$ cat config.mk
export PLATFORM = sky130hd
export DESIGN_NAME = fetch_ctrl
export DESIGN_NICKNAME = d
export VERILOG_FILES = /design/src/rtl/fetch_ctrl_pkg.sv /design/src/rtl/fetch_ctrl_adder.sv /design/src/rtl/fetch_ctrl.sv
export SDC_FILE = /design/constraint.sdc
export NUM_CORES = 1
export LEC_CHECK = 0
export BUFFER_PORTS_ARGS = -buffer_cell sky130_fd_sc_hd__buf_2
export CORE_MARGIN = 3
export CORE_UTILIZATION = 32
export CTS_CLUSTER_DIAMETER = 60
export DETAILED_ROUTE_END_ITERATION = 10
export PLACE_DENSITY = 0.64
export SYNTH_ARGS = -nofsm -noshare
export SYNTH_HDL_FRONTEND = slang
export SYNTH_SLANG_ARGS = --single-unit
$ cat constraint.sdc
create_clock -name clk -period 6.4 [get_ports clk]
set_input_delay 0 -clock clk [delete_from_list [all_inputs] [get_ports clk]]
set_output_delay 0 -clock clk [all_outputs]
set_load 0.05 [all_outputs]
$ cat src/rtl/fetch_ctrl_pkg.sv
// Shared types and constants for the instruction fetch controller.
package fetch_ctrl_pkg;

  typedef enum logic [1:0] {
    ST_REQ   = 2'd0,
    ST_WAIT  = 2'd1,
    ST_HOLD  = 2'd2,
    ST_DRAIN = 2'd3
  } state_t;

  localparam int PC_STEP  = 4;
  localparam int RESET_PC = 0;
  localparam int STALL_W  = 32;

endpackage

$ cat src/rtl/fetch_ctrl_adder.sv
// Plain W-bit modulo adder; carry out is deliberately dropped so PC wraps.
module fetch_ctrl_adder #(
  parameter int W = 64
) (
  input  logic [W-1:0] a,
  input  logic [W-1:0] b,
  output logic [W-1:0] sum
);

  assign sum = a + b;

endmodule

$ cat src/rtl/fetch_ctrl.sv
// Fetch controller: one outstanding instruction-memory request, a single
// holding register toward decode, and redirect handling with stale-response drain.
module fetch_ctrl
  import fetch_ctrl_pkg::*;
#(
  parameter int N = 64,
  parameter int I = 32
) (
  input  logic               clk,
  input  logic               reset,
  input  logic               PCSrc_F,
  input  logic [N-1:0]       PCBranch_F,
  output logic               imem_req,
  output logic [N-1:0]       imem_addr,
  input  logic               imem_ack,
  input  logic [I-1:0]       imem_rdata,
  output logic               instr_valid_F,
  input  logic               instr_ready_D,
  output logic [I-1:0]       instr_F,
  output logic [N-1:0]       pc_F,
  output logic [STALL_W-1:0] stall_cnt
);

  state_t       state, state_nx;
  logic [N-1:0] pc, pc_nx, pc_inc;
  logic         latch;
  logic         stall_inc;

  fetch_ctrl_adder #(.W(N)) u_inc (
    .a   (pc),
    .b   (N'(PC_STEP)),
    .sum (pc_inc)
  );

  always_comb begin
    state_nx = state;
    pc_nx    = pc;
    latch    = 1'b0;
    case (state)
      ST_REQ: begin
        // The request issued this cycle stays in flight even on redirect.
        if (PCSrc_F) begin
          pc_nx    = PCBranch_F;
          state_nx = ST_DRAIN;
        end else begin
          state_nx = ST_WAIT;
        end
      end
      ST_WAIT: begin
        if (PCSrc_F) begin
          pc_nx    = PCBranch_F;
          state_nx = imem_ack ? ST_REQ : ST_DRAIN;
        end else if (imem_ack) begin
          latch    = 1'b1;
          state_nx = ST_HOLD;
        end
      end
      ST_HOLD: begin
        // Redirect wins over the sequential step even when decode accepts.
        if (PCSrc_F) begin
          pc_nx    = PCBranch_F;
          state_nx = ST_REQ;
        end else if (instr_ready_D) begin
          pc_nx    = pc_inc;
          state_nx = ST_REQ;
        end
      end
      ST_DRAIN: begin
        if (PCSrc_F)  pc_nx    = PCBranch_F;
        if (imem_ack) state_nx = ST_REQ;
      end
      default: state_nx = ST_REQ;
    endcase
  end

  assign imem_req      = (state == ST_REQ)  && !reset;
  assign instr_valid_F = (state == ST_HOLD) && !reset;
  assign imem_addr     = pc;
  assign stall_inc     = ((state == ST_WAIT) || (state == ST_DRAIN)) && !imem_ack &&
                         (stall_cnt != '1);

  always_ff @(posedge clk) begin
    if (reset) begin
      state     <= ST_REQ;
      pc        <= N'(RESET_PC);
      instr_F   <= '0;
      pc_F      <= '0;
      stall_cnt <= '0;
    end else begin
      state <= state_nx;
      pc    <= pc_nx;
      if (latch) begin
        instr_F <= imem_rdata;
        pc_F    <= pc;
      end
      if (stall_inc) stall_cnt <= stall_cnt + 1'b1;
    end
  end

endmodule

# Yosys cells after proc, flatten, opt, wreduce, memory -nomap -nowiden
# Index checks and enable logic that the tools add are counted.
[word_totals]
regBits = 194
latch_bits = 0
mem_bits_rw = 0
romBits = 0
input_bits = 101
output_inout_bits = 194
wordCells = 41
mem_count = 0
[classes]
n_addsub = 2
n_mul = 0
div = 0
n_lt_le_gt_ge = 0
n_eq_ne = 8
n_shift = 0
mux = 15
bitwise = 0
reduce_logical = 11
[op_table]
columns = ["cell", "count"]
rows = [
  ["64-bit 2-to-1 mux", 3],
  ["64-bit case mux with 2 select lines", 1],
  ["64-bit by 3-bit adder with 64-bit output, second input constant", 1],
  ["32-bit by 1-bit adder with 32-bit output, second input constant", 1],
  ["32-bit inequality test, second input constant", 1],
  ["2-bit 2-to-1 mux", 7],
  ["2-bit case mux with 4 select lines", 1],
  ["3-bit inequality test, second input constant", 2],
  ["2-bit equality test, second input constant", 2],
  ["1-bit logical AND", 4],
  ["1-bit 2-to-1 mux", 3],
  ["3-bit AND reduction", 1],
  ["3-bit OR reduction", 1],
  ["2-bit by 1-bit equality test with 1-bit output, second input constant", 1],
  ["1-bit zero test", 2],
  ["2-bit zero test", 1],
  ["2-bit by 1-bit inequality test with 1-bit output, second input constant", 1],
  ["2-bit inequality test, second input constant", 1],
  ["2-bit AND reduction", 1],
  ["1-bit logical OR", 1],
]

# Logic depth before layout (Yosys ltp)
# Gate-level depths: netlist of run 1.
[depth]
depth_word = 4
depth_mapped = 9
depth_no_buf = 6

# Cells and area by module
# From an unflattened synthesis of run 1, not the netlist that was laid out.
[unflattened]
cells_unflattened = 1509
area_unflattened_um2 = 11582.4
[by_module_without_submodules]
columns = ["module", "n_inst", "cells_each", "area_per_inst_um2", "seq_area_each_um2"]
rows = [
  ["fetch_ctrl", 1, 930, 7679.9, 3883.7],
  ["fetch_ctrl_adder", 1, 579, 3902.5, 0.0],
]

# Worst setup path after synthesis of run 1
# OpenSTA, ideal clock, no wires.
[synth_timing]
path_type = "register to register"
from = "register pc[8], in the netlist imem_addr[8]"
to = "register pc[57], in the netlist imem_addr[57]"
setup_time_ns = 0.091
arrival_time_ns = 2.579
t_required_ns = 6.309
setup_slack_ns = 3.730
stages_incl_launch_ff = 9
path_buffers = 3
synth_period_minus_slack_ns = 2.670
cell_sequence = "dfxtp_1 buf_4 and3_1 buf_2 nand4_4 or4_1 buf_2 or4_1 a311oi_1"
[synth_via]
elab_chain_cells = 4
[synth_lines]
columns = ["element", "line", "source"]
rows = [
  ["start: declaration", "fetch_ctrl.sv:25", "logic [N-1:0] pc, pc_nx, pc_inc;"],
  ["start signal: assignment", "fetch_ctrl.sv:85", "pc <= N'(RESET_PC);"],
  ["start signal: assignment", "fetch_ctrl.sv:91", "pc <= pc_nx;"],
  ["64-bit by 3-bit adder with 64-bit output", "fetch_ctrl_adder.sv:10", "assign sum = a + b;"],
  ["64-bit 2-to-1 mux", "fetch_ctrl.sv:63", "end else if (instr_ready_D) begin"],
  ["64-bit 2-to-1 mux", "fetch_ctrl.sv:60", "if (PCSrc_F) begin"],
  ["64-bit case mux with 2 select lines", "fetch_ctrl.sv:39", "case (state)"],
]
# Every way passes these cells. The select of a mux whose other input is x is not followed.
# A chain may end at the register's enable or synchronous reset.

# Worst setup path after layout of run 1
[layout_timing]
from = "register state[1]"
to = "register pc[57], in the netlist imem_addr[57]"
[layout_via]
elab_chain_cells = 4
elab_cells_between_ends = 9
classes_between = "5 x eq/ne; 1 x mux; 3 x reduce/logical"
[layout_lines]
columns = ["element", "line", "source"]
rows = [
  ["start: declaration", "fetch_ctrl.sv:24", "state_t state, state_nx;"],
  ["start signal: assignment", "fetch_ctrl.sv:90", "state <= state_nx;"],
  ["2-bit by 1-bit equality test with 1-bit output (tied with other cells)", "fetch_ctrl.sv:39", ""],
  ["3-bit OR reduction (no source line)", "n/a", ""],
  ["2-bit by 1-bit inequality test with 1-bit output (no source line)", "n/a", ""],
  ["2-bit AND reduction (no source line)", "n/a", ""],
]
# Parallel ways exist; a longest one is shown, timed or not.

==> results of run 1 <==
[critical path, cell delays in order, from the launching register on]
cell,delay (ns)
dfxtp_1,0.46
and3b_1,0.75
nand4_4,0.38
or4_1,0.71
or4_1,0.54
a311oi_1,0.24
[cell usage in the layout (no fill, tap or decap), drive strengths merged, types with 18 or more instances in the layout]
master	netlist	final
a211oi	30	30
a21oi	125	125
buf	25	303
clkbuf	64	18
dfxtp	194	194
dlygate4sd3	0	98
inv	17	24
nand2	238	238
nand3	38	38
nand4	30	30
nor2	76	76
nor3	27	27
nor4	25	25
o21ai	30	30
or3	19	19
or4	26	26
xnor2	31	31
[cell families (layout without fill, tap and decap cells)]
kind of cell / after synthesis / after routing / share of synthesized area (%)
simple gates: 545 / 545 / 30.0
compound gates: 246 / 246 / 17.0
flops: 194 / 194 / 43.6
buf+inv: 106 / 450 / 4.77
xor+xnor: 35 / 35 / 3.44
mux: 8 / 8 / 0.912
fa+ha+maj: 2 / 2 / 0.281
other cells: 0 / 1 / 0
[state kept, by name, indices dropped and copies added, names as in the netlist]
| register | cells |
|---|---|
| stall_cnt | 32 |
| pc_F | 64 |
| instr_F | 32 |
| imem_addr | 64 |
| state | 2 |
[final cells by class]
cell class / instances / share of cell area (%)
Inverter: 17 / 0.525
Clock buffer: 18 / 3.53
Tap cell: 372 / 3.83
Sequential cell: 194 / 32.0
Multi-Input combinational cell: 836 / 38.0
Timing Repair Buffer: 401 / 20.8
Clock inverter: 14 / 1.33
Antenna cell: 1 / 0.0206
[worst max-delay path by stage]
stage	to	start	depth (start not counted)	slack, ns
after CTS	imem_addr[57]	state[1]	5	3.27
after global placement	imem_addr[57]	state[1]	5	3.30
after global routing	imem_addr[57]	state[1]	5	3.04
final	imem_addr[57]	state[1]	5	3.22
after floorplan	imem_addr[57]	imem_addr[8]	8	3.73
after detailed placement	imem_addr[57]	state[1]	5	3.30
[power groups by stage]
stage	logic (mW)	clock network, mW	registers (mW)
2_1_floorplan	0.134	0	1.46
3_3_place_gp	0.388	0	1.34
3_5_place_dp	0.390	0	1.34
4_1_cts	0.442	1.12	1.31
5_1_grt	0.471	1.17	1.32
6_report	0.441	1.09	1.31
[layer usage]
metal	wire, um	up-vias
li1	-	4727
met1	14600	4488
met2	15400	355
met3	1980	32
met4	480	0
met5	0	-
[timing repair]
| item | in CTS | in global routing |
|---|---|---|
| hold endpoints to repair | 116 | 0 |
| gates resized for setup | 0 | 0 |
| hold buffers | 98 | 0 |
==> qor.yml, run 1 <==
power_density_nw_per_um2: 234
fin_util_pct: 44.7
hpwlAfterDp_um: 22700
synth_area_leader_cell: "dfxtp_1"
dieArea_sq_um: 29900
gr-total-overflow: 0
netSwitchingFraction_pct: 31.4
hold_depth: 5
seqPwrFrac_pct: 46.2
relSlewSlack_pct: 35.7
viasPerCell: 5.18
worst_setup_path_start_kind: "flop"
area_growth_pct: 36.3
grt_pass1_wl_um: 51300
ys_seq_area_share_pct: 43.6
hold_path.class: "input pin to flop"
placed_cells: 1722
setup_viol_count_final: 0
p_switching_uw: 892
p_clk_share_pct: 38.2
critical_path.max_fanout: 18
r2r-start: "state[1]"
combPwrFrac_pct: 15.5
synthCells: 1136
first_pass_iters: 5
peakVddDrop_mv: 0.145
clock-root-buffer: "clkbuf_16"
postCtsSetupRepairBufs: 0
r2r_cells: 5
yosysUniqueCellTypes: 60
rsz0062_at_grt: "false"
grt_pass1_vias: 9046
ys.warnings.count: 0
gp_congestion: 0.870
vias: 9602
status: "finished clean"
row_count: 60
synth_most_common_cell: "nand2_1"
die_x_um: 173
wl_per_cell_um: 17.5
syn_nets: 1239
nFillCells: 2783
hold_viol: 0
synth_edf_count: 0
clockBufferDepth: 2
use_met1_pct: 28.1
ios: 295
clock.fmax_ghz: 0.314
synthTopCellsByCount: "237 x nand2_1, 194 x dfxtp_1, 125 x a21oi_1"
finalSetupTns_ns: 0
placed_area_sq_um: 10600
coreArea_sq_um: 27200
p_leak_nw: 4.77
setup_ws_ns: 3.22
multiInputGateArea_sq_um: 4620
numCtsBuffers: 17
grt-busiest-layer: "met2"
io_buffer_count: 294
grt.met2_usage_pct: 34.7
criticalPathCategory: "flop to flop"
clock_latency_ns: 0.43
cts_tree: "done"
antenna_found_initial: 1
rrSetupSlack_ns: 3.22
fp.dieH_um: 173
maxSlewViolCount: 0
synth_ff_type: "dfxtp_1"
hold_path_end: "imem_addr[24]"
synth.area.top_cells: "dfxtp_1 44%, nand2_1 10%, a21oi_1 7.0%"
htree_levels: 4
fin_crit_ns: 3.18
drive_above_1_share_pct: 23.3
reg2reg_to: "imem_addr[57]"
max_cap_violations: 0
clk_pin_slew_worst_paths_ns: 0.07
hold_ws_ns: 0.114
start_util_pct: 32.8
min_period_over_period_pct: 49.7
post-place-ws_ns: 3.30
total_power_mw: 2.84
grt_usage_pct: 21.0
clkSinkCount: 194
drt_iter0_drc: 696
nNetsFinal: 1570
worstHoldStart: "PCBranch_F[24]"
area.sequential_sq_um: 3880
postLayoutCellArea_sq_um: 12200
wirelength_um: 32500
ys_seq_elements: 194
critPathArrivalTime_ns: 3.51
synth_top_area_share_pct: 43.6
worstSetupEndpointType: "flop"
met3_usage_pct: 3.93
stdcell_count: 1853
synth_area_sq_um: 8920
worst_slew_pin_slew_ns: 0.964
ant_nets: 0
cp.required_ns: 6.73
drc: 0
avgSynthCellArea_sq_um: 7.85
power.internal_mw: 1.95
async_flop_share_pct: 0
grt_max_degree: 86
fin_worst_skew_ns: 0.0115
Note: power is estimated with default switching activity, not from simulation.
==> run 2: changes to the inputs <==
--- a/config.mk
+++ b/config.mk
@@ -10,7 +10,7 @@
 export CORE_UTILIZATION = 32
 export CTS_CLUSTER_DIAMETER = 60
 export DETAILED_ROUTE_END_ITERATION = 10
-export PLACE_DENSITY = 0.64
+export PLACE_DENSITY = 0.66
 export SYNTH_ARGS = -nofsm -noshare
 export SYNTH_HDL_FRONTEND = slang
 export SYNTH_SLANG_ARGS = --single-unit
==> constraint.sdc (replaced) <==
create_clock -name clk -period 2.6 [get_ports clk]
set_input_delay 0 -clock clk [delete_from_list [all_inputs] [get_ports clk]]
set_output_delay 0 -clock clk [all_outputs]
set_load 0.05 [all_outputs]
==> qor.yml, run 2 (synthesized netlist as in run 1, its figures left out) <==
fin_crit_ns: 2.52  # was 3.18 ns
worstHoldStart: "PCBranch_F[24]"  # unchanged
clk_pin_slew_worst_paths_ns: 0.09  # was 0.07 ns
row_count: 60  # unchanged
grt_pass1_wl_um: 52900  # was 51300 um
crit_top_cell: "or4_1"  # unchanged
clkSinkCount: 194  # unchanged
peakVddDrop_mv: 0.310  # was 0.145 mV
power_density_nw_per_um2: 560  # was 234 nW/um^2
start_util_pct: 32.8  # unchanged
cts_tree: "done"  # unchanged
worstSetupEndpointType: "flop"  # unchanged
coreArea_sq_um: 27200  # unchanged
reg2reg_to: "imem_addr[62]"  # was imem_addr[57]
gp_congestion: 0.889  # was 0.870
drive_above_1_share_pct: 26.8  # was 23.3%
ant_nets: 0  # unchanged
gr-total-overflow: 0  # unchanged
drt_iter0_drc: 655  # was 696
p_leak_nw: 5.05  # was 4.77 nW
first_pass_iters: 5  # unchanged
setup_viol_count_final: 0  # unchanged
r2r-start: "imem_addr[12]"  # was state[1]
maxSlewViolCount: 0  # unchanged
final_common_cell: "buf_2"  # unchanged
post-place-ws_ns: 0.107  # was 3.30 ns
numCtsBuffers: 17  # unchanged
clock.fmax_ghz: 0.397  # was 0.314 GHz
die_x_um: 173  # unchanged
crit_chain: "and4_1 > nand4_1 > or4_1 > or4_1 > a311oi_1"  # was and3b_1 > nand4_4 > or4_1 > or4_1 > a311oi_1
criticalPathCategory: "flop to flop"  # unchanged
relSlewSlack_pct: 23.5  # was 35.7%
worst_setup_path_start_kind: "flop"  # unchanged
drc: 0  # unchanged
grt_pass1_vias: 9517  # was 9046
min_period_over_period_pct: 97.0  # was 49.7%
rsz0062_at_grt: "false"  # unchanged
status: "finished clean"  # unchanged
clock-root-buffer: "clkbuf_16"  # unchanged
hold_path.class: "input pin to flop"  # unchanged
worst_slew_pin_slew_ns: 1.15  # was 0.964 ns
antenna_found_initial: 1  # unchanged
fin_util_pct: 46.5  # was 44.7%
total_power_mw: 7.07  # was 2.84 mW
r2r_cells: 5  # unchanged
layout_common_cells: "293 x buf_2, 237 x nand2_1, 177 x dfxtp_1"  # was 293 x buf_2, 237 x nand2_1, 194 x dfxtp_1
stdcell_count: 1906  # was 1853
io_buffer_count: 294  # unchanged
fp.dieH_um: 173  # unchanged
clockBufferDepth: 2  # unchanged
hold_path_end: "imem_addr[24]"  # unchanged
hold_viol: 0  # unchanged
rrSetupSlack_ns: 0.08  # was 3.22 ns
cp.required_ns: 2.95  # was 6.73 ns
hold_depth: 5  # unchanged
vias: 10000  # was 9602
viasPerCell: 5.25  # was 5.18
nFillCells: 2729  # was 2783
grt_max_degree: 127  # was 86
setup_ws_ns: 0.0779  # was 3.22 ns
htree_levels: 4  # unchanged
ios: 295  # unchanged
wl_per_cell_um: 17.5  # about the same
grt_usage_pct: 21.6  # was 21.0%
critPathArrivalTime_ns: 2.88  # was 3.51 ns
max_cap_violations: 0  # unchanged
hpwlAfterDp_um: 23400  # was 22700 um
crit_family: "simple AND/OR/NAND/NOR gates"  # unchanged
nNetsFinal: 1623  # was 1570
fin_worst_skew_ns: 0.0165  # was 0.0115 ns
area_growth_pct: 41.7  # was 36.3%
wirelength_um: 33400  # was 32500 um
placed_cells: 1768  # was 1722
cp_slowest_cell: "or4_1"  # was and3b_1
max_stage_delay_ns: 0.67  # was 0.75 ns
cp_num_buf_inv: 0  # unchanged
dieArea_sq_um: 29900  # unchanged
clock_latency_ns: 0.44  # was 0.43 ns
critical_path.max_fanout: 7  # was 18
## run 2: tightest hold or removal path, delay by kind of cell
kind	cells	cell delay, ns
compound gates	2	0.12
simple gates	2	0.23
buf+inv	1	0.08
## run 2: worst max-delay path by stage
stage / startpoint / end / slack, ns / depth (start not counted)
after global placement: imem_addr[12] / imem_addr[62] / 0.22 / 5
after floorplan: imem_addr[5] / imem_addr[57] / -0.02 / 6
after global routing: imem_addr[12] / imem_addr[62] / 0.007 / 5
after CTS: imem_addr[2] / imem_addr[58] / 0.04 / 6
final: imem_addr[12] / imem_addr[62] / 0.08 / 5
after detailed placement: imem_addr[2] / imem_addr[58] / 0.11 / 6
## run 2: final cells by class
cell class,instances,area [sq um],share of cell area (%)
multi-input cells,836,4630,36.6
flip-flops and latches,194,3910,30.9
repair buffers,454,2980,23.6
well taps,372,465,3.68
clock buffers,17,425,3.37
clock inverters,15,170,1.35
inverters,17,63.8,0.505
diodes,1,2.50,0.0198
## run 2: what timing repair did
action	4_1_cts	5_1_grt
endpoints found under the setup margin	0	9
gates resized for setup	0	2
setup buffers	0	1
hold buffers	104	0
endpoints found under the hold margin	145	0
## run 2: routing by layer
layer	vias up	GRT usage (%)	part of all wire, %
met4	0	7.87	2.8
met2	406	35.2	47
met3	59	4.46	6.9
li1	4825	-	-
met5	-	0	0
met1	4722	28.4	43
## run 2: per-stage QoR
| step | cell area (sq um) | setup TNS (ns) | hold WS [ns] |
|---|---|---|---|
| finish | 12600 | 0 | 0.0509 |
| global route | 12600 | 0 | 0.0728 |
| CTS | 12600 | 0 | 0.0177 |
| detailed placement | 11000 | 0 | 0.235 |
| global placement | 11000 | 0 | 0.235 |
| floorplan | 8940 | -0.0240 | 0.136 |
## run 2: report_power, final
group	switching, mW	total (mW)	internal (mW)
Clock	1.38	2.68	1.30
Combinational	0.793	1.20	0.404
Sequential	0.120	3.20	3.08
Total	2.29	7.07	4.78
